<file path="config.mk">
export PLATFORM = sky130hd
export DESIGN_NAME = mem_rd_arbiter
export DESIGN_NICKNAME = d
export VERILOG_FILES = /design/src/rtl/mem_rd_arbiter_pkg.sv /design/src/rtl/mem_rd_arbiter_rr_arb2.sv /design/src/rtl/mem_rd_arbiter.sv
export SDC_FILE = /design/constraint.sdc
export NUM_CORES = 1
export LEC_CHECK = 0
export ABC_CLOCK_PERIOD_IN_PS = 1940
export BUFFER_PORTS_ARGS = -buffer_cell sky130_fd_sc_hd__buf_2
export CAP_MARGIN = 15
export CORE_MARGIN = 4
export CORE_UTILIZATION = 38
export CTS_CLUSTER_SIZE = 8
export DETAILED_ROUTE_END_ITERATION = 7
export PLACE_DENSITY = 0.79
export SYNTH_ARGS = -nofsm -noshare
export SYNTH_HDL_FRONTEND = slang
export SYNTH_SLANG_ARGS = --single-unit
export TNS_END_PERCENT = 20
</file>
<file path="constraint.sdc">
create_clock -name clk -period 1.94 [get_ports clk]
set_input_delay 0.388 -clock clk [delete_from_list [all_inputs] [get_ports clk]]
set_output_delay 0.388 -clock clk [all_outputs]
set_load 0.02 [all_outputs]
</file>
<file path="src/rtl/mem_rd_arbiter_pkg.sv">
// Shared encodings for the cache read-channel arbiter.
package mem_rd_arbiter_pkg;

  localparam logic [2:0] RD_TYPE_BYTE = 3'b000;
  localparam logic [2:0] RD_TYPE_HALF = 3'b001;
  localparam logic [2:0] RD_TYPE_WORD = 3'b010;
  localparam logic [2:0] RD_TYPE_LINE = 3'b100;

  localparam logic [3:0] ID_IC_DEF    = 4'd0;
  localparam logic [3:0] ID_DC_DEF    = 4'd1;
  localparam logic [7:0] LINE_LEN_DEF = 8'd3;

  typedef enum logic {
    AR_IDLE = 1'b0,
    AR_ADDR = 1'b1
  } ar_state_e;

  typedef struct packed {
    logic [7:0] len;
    logic [2:0] size;
  } ar_fmt_t;

  // Cache lines are bursts of words; everything else is a single beat of the natural size.
  function automatic ar_fmt_t ar_encode(input logic [2:0] rd_type, input logic [7:0] line_len);
    ar_fmt_t f;
    if (rd_type == RD_TYPE_LINE) begin
      f.len  = line_len;
      f.size = 3'd2;
    end else begin
      f.len  = 8'd0;
      f.size = {1'b0, rd_type[1:0]};
    end
    return f;
  endfunction

endpackage

</file>
<file path="src/rtl/mem_rd_arbiter_rr_arb2.sv">
// Two-input round-robin arbiter. Bit 0 = I-cache, bit 1 = D-cache.
module rr_arb2
  import mem_rd_arbiter_pkg::*;
(
  input  logic       clk,
  input  logic       rst,
  input  logic [1:0] req,
  input  logic       grant_en,
  output logic [1:0] gnt
);

  logic prio_q, prio_d;  // 1: D-cache has priority on a tie

  // Grant: a lone requester wins, a tie goes to the priority side.
  always_comb begin
    gnt = req;
    if (req == 2'b11) begin
      gnt = prio_q ? 2'b10 : 2'b01;
    end
  end

  // After an actual grant, priority passes to the side that did not win.
  always_comb begin
    prio_d = prio_q;
    if (grant_en && (gnt != 2'b00)) begin
      prio_d = gnt[0];
    end
  end

  // Priority register, D-cache first out of reset.
  always_ff @(posedge clk or posedge rst) begin
    if (rst) prio_q <= 1'b1;
    else     prio_q <= prio_d;
  end

endmodule

</file>
<file path="src/rtl/mem_rd_arbiter.sv">
// Shares one AXI AR/R channel between I-cache and D-cache reads; one AR in flight at a
// time, at most one outstanding read per cache, R beats routed back by rid.
module mem_rd_arbiter
  import mem_rd_arbiter_pkg::*;
#(
  parameter logic [7:0] LINE_LEN = LINE_LEN_DEF,
  parameter logic [3:0] ID_IC    = ID_IC_DEF,
  parameter logic [3:0] ID_DC    = ID_DC_DEF
) (
  input  logic        clk,
  input  logic        rst,
  input  logic        ic_rd_req,
  input  logic [2:0]  ic_rd_type,
  input  logic [31:0] ic_rd_addr,
  output logic        ic_rd_rdy,
  output logic        ic_ret_valid,
  output logic        ic_ret_last,
  output logic [31:0] ic_ret_data,
  input  logic        dc_rd_req,
  input  logic [2:0]  dc_rd_type,
  input  logic [31:0] dc_rd_addr,
  output logic        dc_rd_rdy,
  output logic        dc_ret_valid,
  output logic        dc_ret_last,
  output logic [31:0] dc_ret_data,
  output logic [3:0]  arid,
  output logic        arvalid,
  output logic [31:0] araddr,
  output logic [7:0]  arlen,
  output logic [2:0]  arsize,
  input  logic        arready,
  input  logic [3:0]  rid,
  input  logic [31:0] rdata,
  input  logic        rlast,
  input  logic        rvalid,
  output logic        rready
);

  ar_state_e   state_q, state_d;
  logic [3:0]  arid_q, arid_d;
  logic [31:0] araddr_q, araddr_d;
  logic [7:0]  arlen_q, arlen_d;
  logic [2:0]  arsize_q, arsize_d;
  logic [1:0]  busy_q, busy_d;   // bit 0 = I-cache, bit 1 = D-cache

  logic        idle;
  logic [1:0]  arb_req, gnt;
  logic        hit_ic, hit_dc;
  ar_fmt_t     fmt;

  assign idle    = (state_q == AR_IDLE);
  assign arb_req = idle ? ({dc_rd_req, ic_rd_req} & ~busy_q) : 2'b00;

  rr_arb2 u_arb (
    .clk      (clk),
    .rst      (rst),
    .req      (arb_req),
    .grant_en (idle),
    .gnt      (gnt)
  );

  assign ic_rd_rdy = gnt[0] & ~rst;
  assign dc_rd_rdy = gnt[1] & ~rst;

  assign arvalid = (state_q == AR_ADDR);
  assign arid    = arid_q;
  assign araddr  = araddr_q;
  assign arlen   = arlen_q;
  assign arsize  = arsize_q;

  // R demux: a beat is delivered only to a cache that actually has a read outstanding.
  assign rready       = ~rst;
  assign hit_ic       = rvalid & (rid == ID_IC) & busy_q[0];
  assign hit_dc       = rvalid & (rid == ID_DC) & busy_q[1];
  assign ic_ret_valid = hit_ic & ~rst;
  assign ic_ret_last  = rlast;
  assign ic_ret_data  = rdata;
  assign dc_ret_valid = hit_dc & ~rst;
  assign dc_ret_last  = rlast;
  assign dc_ret_data  = rdata;

  // AR FSM next state: latch the winner's request in IDLE, hold it in ADDR until arready.
  always_comb begin
    state_d  = state_q;
    arid_d   = arid_q;
    araddr_d = araddr_q;
    arlen_d  = arlen_q;
    arsize_d = arsize_q;
    fmt      = ar_encode(gnt[1] ? dc_rd_type : ic_rd_type, LINE_LEN);
    case (state_q)
      AR_IDLE: begin
        if (gnt != 2'b00) begin
          arid_d   = gnt[1] ? ID_DC : ID_IC;
          araddr_d = gnt[1] ? dc_rd_addr : ic_rd_addr;
          arlen_d  = fmt.len;
          arsize_d = fmt.size;
          state_d  = AR_ADDR;
        end
      end
      AR_ADDR: begin
        if (arready) state_d = AR_IDLE;
      end
      default: state_d = AR_IDLE;
    endcase
  end

  // Busy flags: set when the AR handshakes, cleared by the last R beat of that read.
  always_comb begin
    busy_d = busy_q;
    if (hit_ic && rlast) busy_d[0] = 1'b0;
    if (hit_dc && rlast) busy_d[1] = 1'b0;
    if ((state_q == AR_ADDR) && arready) begin
      if (arid_q == ID_DC) busy_d[1] = 1'b1;
      else                 busy_d[0] = 1'b1;
    end
  end

  // State, AR output and busy registers; reset abandons any in-flight AR.
  always_ff @(posedge clk or posedge rst) begin
    if (rst) begin
      state_q  <= AR_IDLE;
      arid_q   <= 4'd0;
      araddr_q <= 32'd0;
      arlen_q  <= 8'd0;
      arsize_q <= 3'd0;
      busy_q   <= 2'b00;
    end else begin
      state_q  <= state_d;
      arid_q   <= arid_d;
      araddr_q <= araddr_d;
      arlen_q  <= arlen_d;
      arsize_q <= arsize_d;
      busy_q   <= busy_d;
    end
  end

endmodule

</file>
==> flow_summary.json, run 1 <==
{
  "nets": 440,
  "drv_slew": 0,
  "clockBufferDepth": 2,
  "die_area_um2": 8030,
  "p_leak_nw": 1.57,
  "netlist_top_cells_area": "dfrtp_1 39%, buf_4 23%, mux2i_1 13%",
  "synth_top_area_frac": 0.385,
  "clock_sinks": 40,
  "grt_max_degree": 41,
  "rsz0062_at_grt": "yes",
  "n_antenna_cell": 0,
  "top_level_ports": 232,
  "hold_path_class": "in2async",
  "portBuffers": 125,
  "coreArea_um2": 6420,
  "p_per_area_nw_per_um2": 1410,
  "final_area_um2": 2810,
  "drc": 0,
  "rrSetupSlack_ps": 370,
  "max_slew_margin": 0.668,
  "insertion_delay_ps": 290,
  "worstSetupStartpointType": "flip-flop",
  "fin_util": 0.437,
  "drv_cap": 0,
  "grt_usage": 0.139,
  "seq_area_frac_synth": 0.396,
  "placed_area_um2": 2680,
  "tns_ps": 0,
  "critPathCaptureType": "output port",
  "dp_hpwl_um": 4620,
  "yosys.area.top_type": "dfrtp_1",
  "syn_area_per_cell_um2": 9.48,
  "avgRoutedWirePerCell_um": 14.5,
  "die_h_um": 89.6,
  "route.vias.total": 1918,
  "critPathTopFamily": "flip-flops",
  "vias_per_cell": 4.74,
  "area_growth_pct": 10.8,
  "stdcell_count": 405,
  "critPathArrivalTime_ps": 1490,
  "ctsHoldBuffers": 0,
  "yosysWarnings": 0,
  "hold_viol_final": 0,
  "netlist_instances": 267,
  "first_pass_iters": 4,
  "cts_tree": "yes",
  "start_util": 0.394,
  "synthDistinctLibCells": 31,
  "clk_pin_slew_worst_paths_ps": 90,
  "ys_seq_elements": 40,
  "setup_violations": 0,
  "numCtsBuffers": 5,
  "worstPathRequired_ps": 1550,
  "drt_iter0_drc": 56,
  "fmax_mhz": 532,
  "ir_drop_uv": 618,
  "root_buffer": "clkbuf_8",
  "run_status": "complete, no violations",
  "crit_chain": "or2_4, a311oi_2, buf_4",
  "ant_nets": 0,
  "grt_pass1_vias": 1875,
  "std_cell_rows": 29,
  "layout-drive-gt1-share": 0.451,
  "slowest_stage": "dfrtp_1",
  "period_needed_ps": 1880,
  "reg2reg_from": "arvalid",
  "reg2reg_depth": 5,
  "r2r-end": "araddr[15]",
  "grt-ovfl-total": 0,
  "ctsHtreeMaxLevel": 2,
  "crit_type": "reg2out",
  "antenna_found_initial": 0,
  "worst_pin_slew_ps": 492,
  "place_inst": 396,
  "gp_congestion": 0.783,
  "totalWireLength_um": 5880,
  "post-route-period-util": 0.968,
  "die_w_um": 89.6,
  "grt_pass1_wl_um": 8510,
  "skew_ps": 12.6,
  "crit_buf_inv": 1,
  "syn_area_um2": 2530,
  "cp_max_fo": 8,
  "slowest_delay_ps": 510
}
==> cells by family after synthesis <==
family / synth area share
buffers and inverters: 0.270
AND/OR/NAND/NOR: 0.0939
flip-flops: 0.396
other: 0.00148
AO/OA/AOI/OAI: 0.108
multiplexers: 0.130
==> where the power goes <==
group / leakage, nW / switching (mW) / total [mW] / internal (mW)
Clock: 0.0434 / 0.304 / 0.592 / 0.288
Combinational: 1.09 / 1.16 / 1.87 / 0.704
Sequential: 0.439 / 0.265 / 1.51 / 1.24
==> flip-flops by register name (all words and copies together), names as in the netlist <==
name	cells
araddr	32
arsize	2
busy_q	2
arid	1
arlen	1
arvalid	1
u_arb.prio_q	1
==> how the worst max path moves through the flow <==
stage                   start            to  slack [ps]  cells past startpoint
detailed placement     rid[1]  ic_ret_valid         130                      5
global placement       rid[1]  ic_ret_valid         190                      5
floorplan             arvalid     dc_rd_rdy         140                      5
finish                arvalid     ic_rd_rdy          60                      3
CTS                 busy_q[0]     ic_rd_rdy           8                      4
global route        busy_q[0]     ic_rd_rdy         -20                      4
==> per-stage QoR <==
step	hold slack [ps]	power (mW)	setup WS (ps)
2_1_floorplan	487	2.95	143
3_5_place_dp	513	3.39	133
4_1_cts	277	4.00	8.08
3_3_place_gp	496	3.33	193
5_1_grt	321	4.25	-20.8
6_report	259	3.97	61.9
==> layout make-up <==
type	instances	area [µm²]
clock buffers	6	82.6
repair buffers	132	681
fillers	619	3620
flip-flops and latches	40	1000
inverters	5	18.8
clock inverters	2	15.0
well taps	77	96.3
multi-input cells	143	910
==> cells in the mapped netlist <==
| cell type | instances |
|---|---|
| buf_4 | 78 |
| dfrtp_1 | 39 |
| nor2_1 | 37 |
| a21oi_1 | 35 |
| mux2i_1 | 33 |
| inv_1 | 5 |
| buf_2 | 4 |
| nand2_1 | 4 |
| o21ai_1 | 3 |
| a31o_1 | 2 |
| a31oi_1 | 2 |
| buf_6 | 2 |
| buf_8 | 2 |
| clkbuf_1 | 2 |
| nand4b_1 | 2 |
| o21a_1 | 2 |
| a21o_1 | 1 |
| a21oi_2 | 1 |
| a311oi_1 | 1 |
| conb_1 | 1 |
| dfstp_2 | 1 |
| nand2b_1 | 1 |
| nand2b_4 | 1 |
| nand3_1 | 1 |
| nand3b_1 | 1 |
| nor2b_1 | 1 |
| nor3b_2 | 1 |
| nor4b_1 | 1 |
| o21ai_0 | 1 |
| o21ai_2 | 1 |
| or2_1 | 1 |
==> cell usage in the layout, fill, tap and decap left out, types with 3 or more instances in the layout <==
cell type  Yosys  final
o21ai_1        3      3
dfrtp_1       39     39
nand2_1        4      4
conb_1         1     10
buf_4         78      8
a21oi_1       35     35
buf_2          4    124
inv_1          5      4
mux2i_1       33     33
nor2_1        37     37
clkbuf_8       0      6
==> metal layers <==
| metal | vias up | track usage | share of wire |
|---|---|---|---|
| li1 | 921 | - | - |
| met1 | 868 | 0.141 | 0.36 |
| met2 | 97 | 0.250 | 0.51 |
| met3 | 32 | 0.0465 | 0.096 |
| met4 | 0 | 0.0731 | 0.033 |
| met5 | - | 0 | 0 |
==> worst register-to-register path: stages, from the launching register on <==
cell	delay, ps
dfrtp_1	510
nor3b_4	300
o21ai_4	100
buf_4	240
mux2i_1	220
a21oi_1	90
==> timing repair <==
action	CTS	global route
pin swaps	0	1
resized for setup	1	3
endpoints found under the setup margin	1	2
buffers inserted	1	0
endpoints found under the hold margin	0	0
Power figures use the tool's default switching activity.
==> inputs of run 2 (changes only) <==
--- a/config.mk
+++ b/config.mk
@@ -5,6 +5,7 @@
 export SDC_FILE = /design/constraint.sdc
 export NUM_CORES = 1
 export LEC_CHECK = 0
+export ABC_AREA = 1
 export ABC_CLOCK_PERIOD_IN_PS = 1940
 export BUFFER_PORTS_ARGS = -buffer_cell sky130_fd_sc_hd__buf_2
 export CAP_MARGIN = 15
@@ -12,7 +13,7 @@
 export CORE_UTILIZATION = 38
 export CTS_CLUSTER_SIZE = 8
 export DETAILED_ROUTE_END_ITERATION = 7
-export PLACE_DENSITY = 0.79
+export PLACE_DENSITY = 0.78
 export SYNTH_ARGS = -nofsm -noshare
 export SYNTH_HDL_FRONTEND = slang
 export SYNTH_SLANG_ARGS = --single-unit
==> flow_summary.json, run 2 <==
{
  "run_status": "complete, no violations",
  "nets": 484,
  "pwr-share-comb": 0.513,
  "worst_pin_slew_ps": 530,
  "synthDistinctLibCells": 20,
  "synth_top_area_frac": 0.378,
  "totalWireLength_um": 6620,
  "critPathArrivalTime_ps": 1460,
  "std_cell_rows": 29,
  "grt_usage": 0.161,
  "avgRoutedWirePerCell_um": 14.8,
  "fmax_mhz": 541,
  "syn_area_per_cell_um2": 8.17,
  "clockBufferDepth": 2,
  "largest_reg_flops": 32,
  "top_level_ports": 232,
  "grt_pass1_vias": 2216,
  "hold_path_class": "in2async",
  "netlist_instances": 316,
  "critPathCaptureType": "output port",
  "tns_ps": 0,
  "route.vias.total": 2211,
  "start_util": 0.400,
  "drt_iter0_drc": 83,
  "synth.most_common_cell": "buf_4",
  "n_antenna_cell": 0,
  "max_slew_margin": 0.647,
  "die_area_um2": 8170,
  "seq_power_share": 0.350,
  "netSwitchingFraction": 0.454,
  "layout-drive-gt1-share": 0.406,
  "register_area_um2": 1000,
  "crit_type": "reg2out",
  "setup_violations": 0,
  "root_buffer": "clkbuf_8",
  "p_per_area_nw_per_um2": 1500,
  "multi_input_area_um2": 866,
  "cp_max_fo": 16,
  "skew_ps": 4.78,
  "worstSetupStartpointType": "flip-flop",
  "vias_per_cell": 4.92,
  "die_h_um": 90.4,
  "dp_hpwl_um": 5170,
  "grt_pass1_wl_um": 10900,
  "drv_cap": 0,
  "insertion_delay_ps": 290,
  "syn_area_um2": 2580,
  "netlist_top_cells_area": "dfrtp_1 38%, buf_4 23%, a31oi_1 7.8%",
  "p_leak_nw": 1.44,
  "ctsHtreeMaxLevel": 2,
  "synthTopCellsByCount": "80 x buf_4, 43 x nand2_1, 41 x nor2_1, 39 x dfrtp_1, 35 x nand3_1",
  "area_growth_pct": 8.58,
  "rsz0062_at_grt": "no",
  "numCtsBuffers": 5,
  "internal_power_mw": 2.30,
  "coreArea_um2": 6460,
  "drc": 0,
  "hold_viol_final": 0,
  "die_w_um": 90.4,
  "ctsHoldBuffers": 0,
  "synth-edff-count": 0,
  "cts_tree": "yes",
  "worstPathRequired_ps": 1550,
  "yosysWarnings": 0,
  "seq_area_frac_synth": 0.388,
  "clk_pin_slew_worst_paths_ps": 80,
  "num-fill-cells": 672,
  "stdcell_count": 449,
  "grt_max_degree": 44,
  "synth-main-ff-cell": "dfrtp_1",
  "clockPowerShare": 0.137,
  "final_common_cell": "buf_2",
  "place_inst": 441,
  "pre_cts_ws_ps": 344,
  "power.net_switching_mw": 1.91,
  "grt-ovfl-total": 0,
  "cts_setup_buffers": 0,
  "antenna_found_initial": 0,
  "clock_sinks": 40,
  "ys_async_sr_fraction": 1.00,
  "fin_ws_ps": 91.2,
  "yosys.area.top_type": "dfrtp_1",
  "drv_slew": 0,
  "placed_area_um2": 2710,
  "post-route-period-util": 0.953,
  "total_power_mw": 4.22,
  "ys_seq_elements": 40,
  "ant_nets": 0,
  "ir_drop_uv": 554,
  "final_area_um2": 2800,
  "first_pass_iters": 4,
  "gp_congestion": 0.737,
  "period_needed_ps": 1850,
  "final_cell_mix": "125 x buf_2, 43 x nand2_1, 41 x nor2_1",
  "portBuffers": 125
}
[run 2: worst max-delay path, cell delays in order, from the launching register on]
cell	delay [ps]
dfrtp_1	440
inv_4	120
nand3_4	80
inv_2	110
nand2_4	140
nor2_1	120
buf_2	170
[run 2: final cells by class]
| cell class | instances | area share |
|---|---|---|
| clock buffers | 6 | 0.0295 |
| flip-flops and latches | 40 | 0.358 |
| multi-input cells | 179 | 0.309 |
| well taps | 77 | 0.0344 |
| clock inverters | 2 | 0.00357 |
| inverters | 12 | 0.0170 |
| repair buffers | 133 | 0.249 |
[run 2: worst paths after layout]
kind	from	to	slack, ps	cells past startpoint
max reg2reg	busy_q[0]	araddr[7]	430	6
max	arvalid	dc_rd_rdy	90	6
min reg2reg	arid[0]	busy_q[0]	500	1
min in group clk	ic_rd_addr[24]	araddr[24]	340	3
max in group asynchronous	rst	u_arb.prio_q	1280	3
min	rst	araddr[19]	290	3
[run 2: stage by stage]
stage | utilization | hold slack, ps
detailed placement | 0.419 | 487
global placement | 0.419 | 476
CTS | 0.434 | 313
finish | 0.434 | 292
floorplan | - | 484
global route | 0.434 | 328
[run 2: power groups by stage]
| stage | sequential [mW] | combinational (mW) | clock, mW |
|---|---|---|---|
| final | 1.48 | 2.16 | 0.578 |
| after global routing | 1.53 | 2.38 | 0.633 |
| after detailed placement | 1.49 | 2.19 | 0 |
| after global placement | 1.48 | 2.15 | 0 |
| after floorplan | 1.94 | 1.26 | 0 |
| after CTS | 1.48 | 2.19 | 0.605 |
[run 2: timing repair]
item / CTS / global route
resized for setup: 0 / 1
endpoints found under the setup margin: 0 / 1
endpoints found under the hold margin: 0 / 0
[run 2: cell families (layout without fill, tap and decap cells)]
kind of cell | Yosys count | count (layout) | share of synthesized area
buffers and inverters | 106 | 153 | 0.289
and+or+nand+nor | 128 | 128 | 0.225
DFF | 40 | 40 | 0.388
other | 1 | 10 | 0.00145
AOI/OAI and AO/OA | 41 | 41 | 0.0960
[run 2: per-layer routing]
layer	part of all wire	up-vias	GRT usage
met5	0	-	0
met4	0.0079	0	0.0408
met3	0.11	11	0.0617
met2	0.49	133	0.278
met1	0.40	1005	0.186
li1	-	1062	-
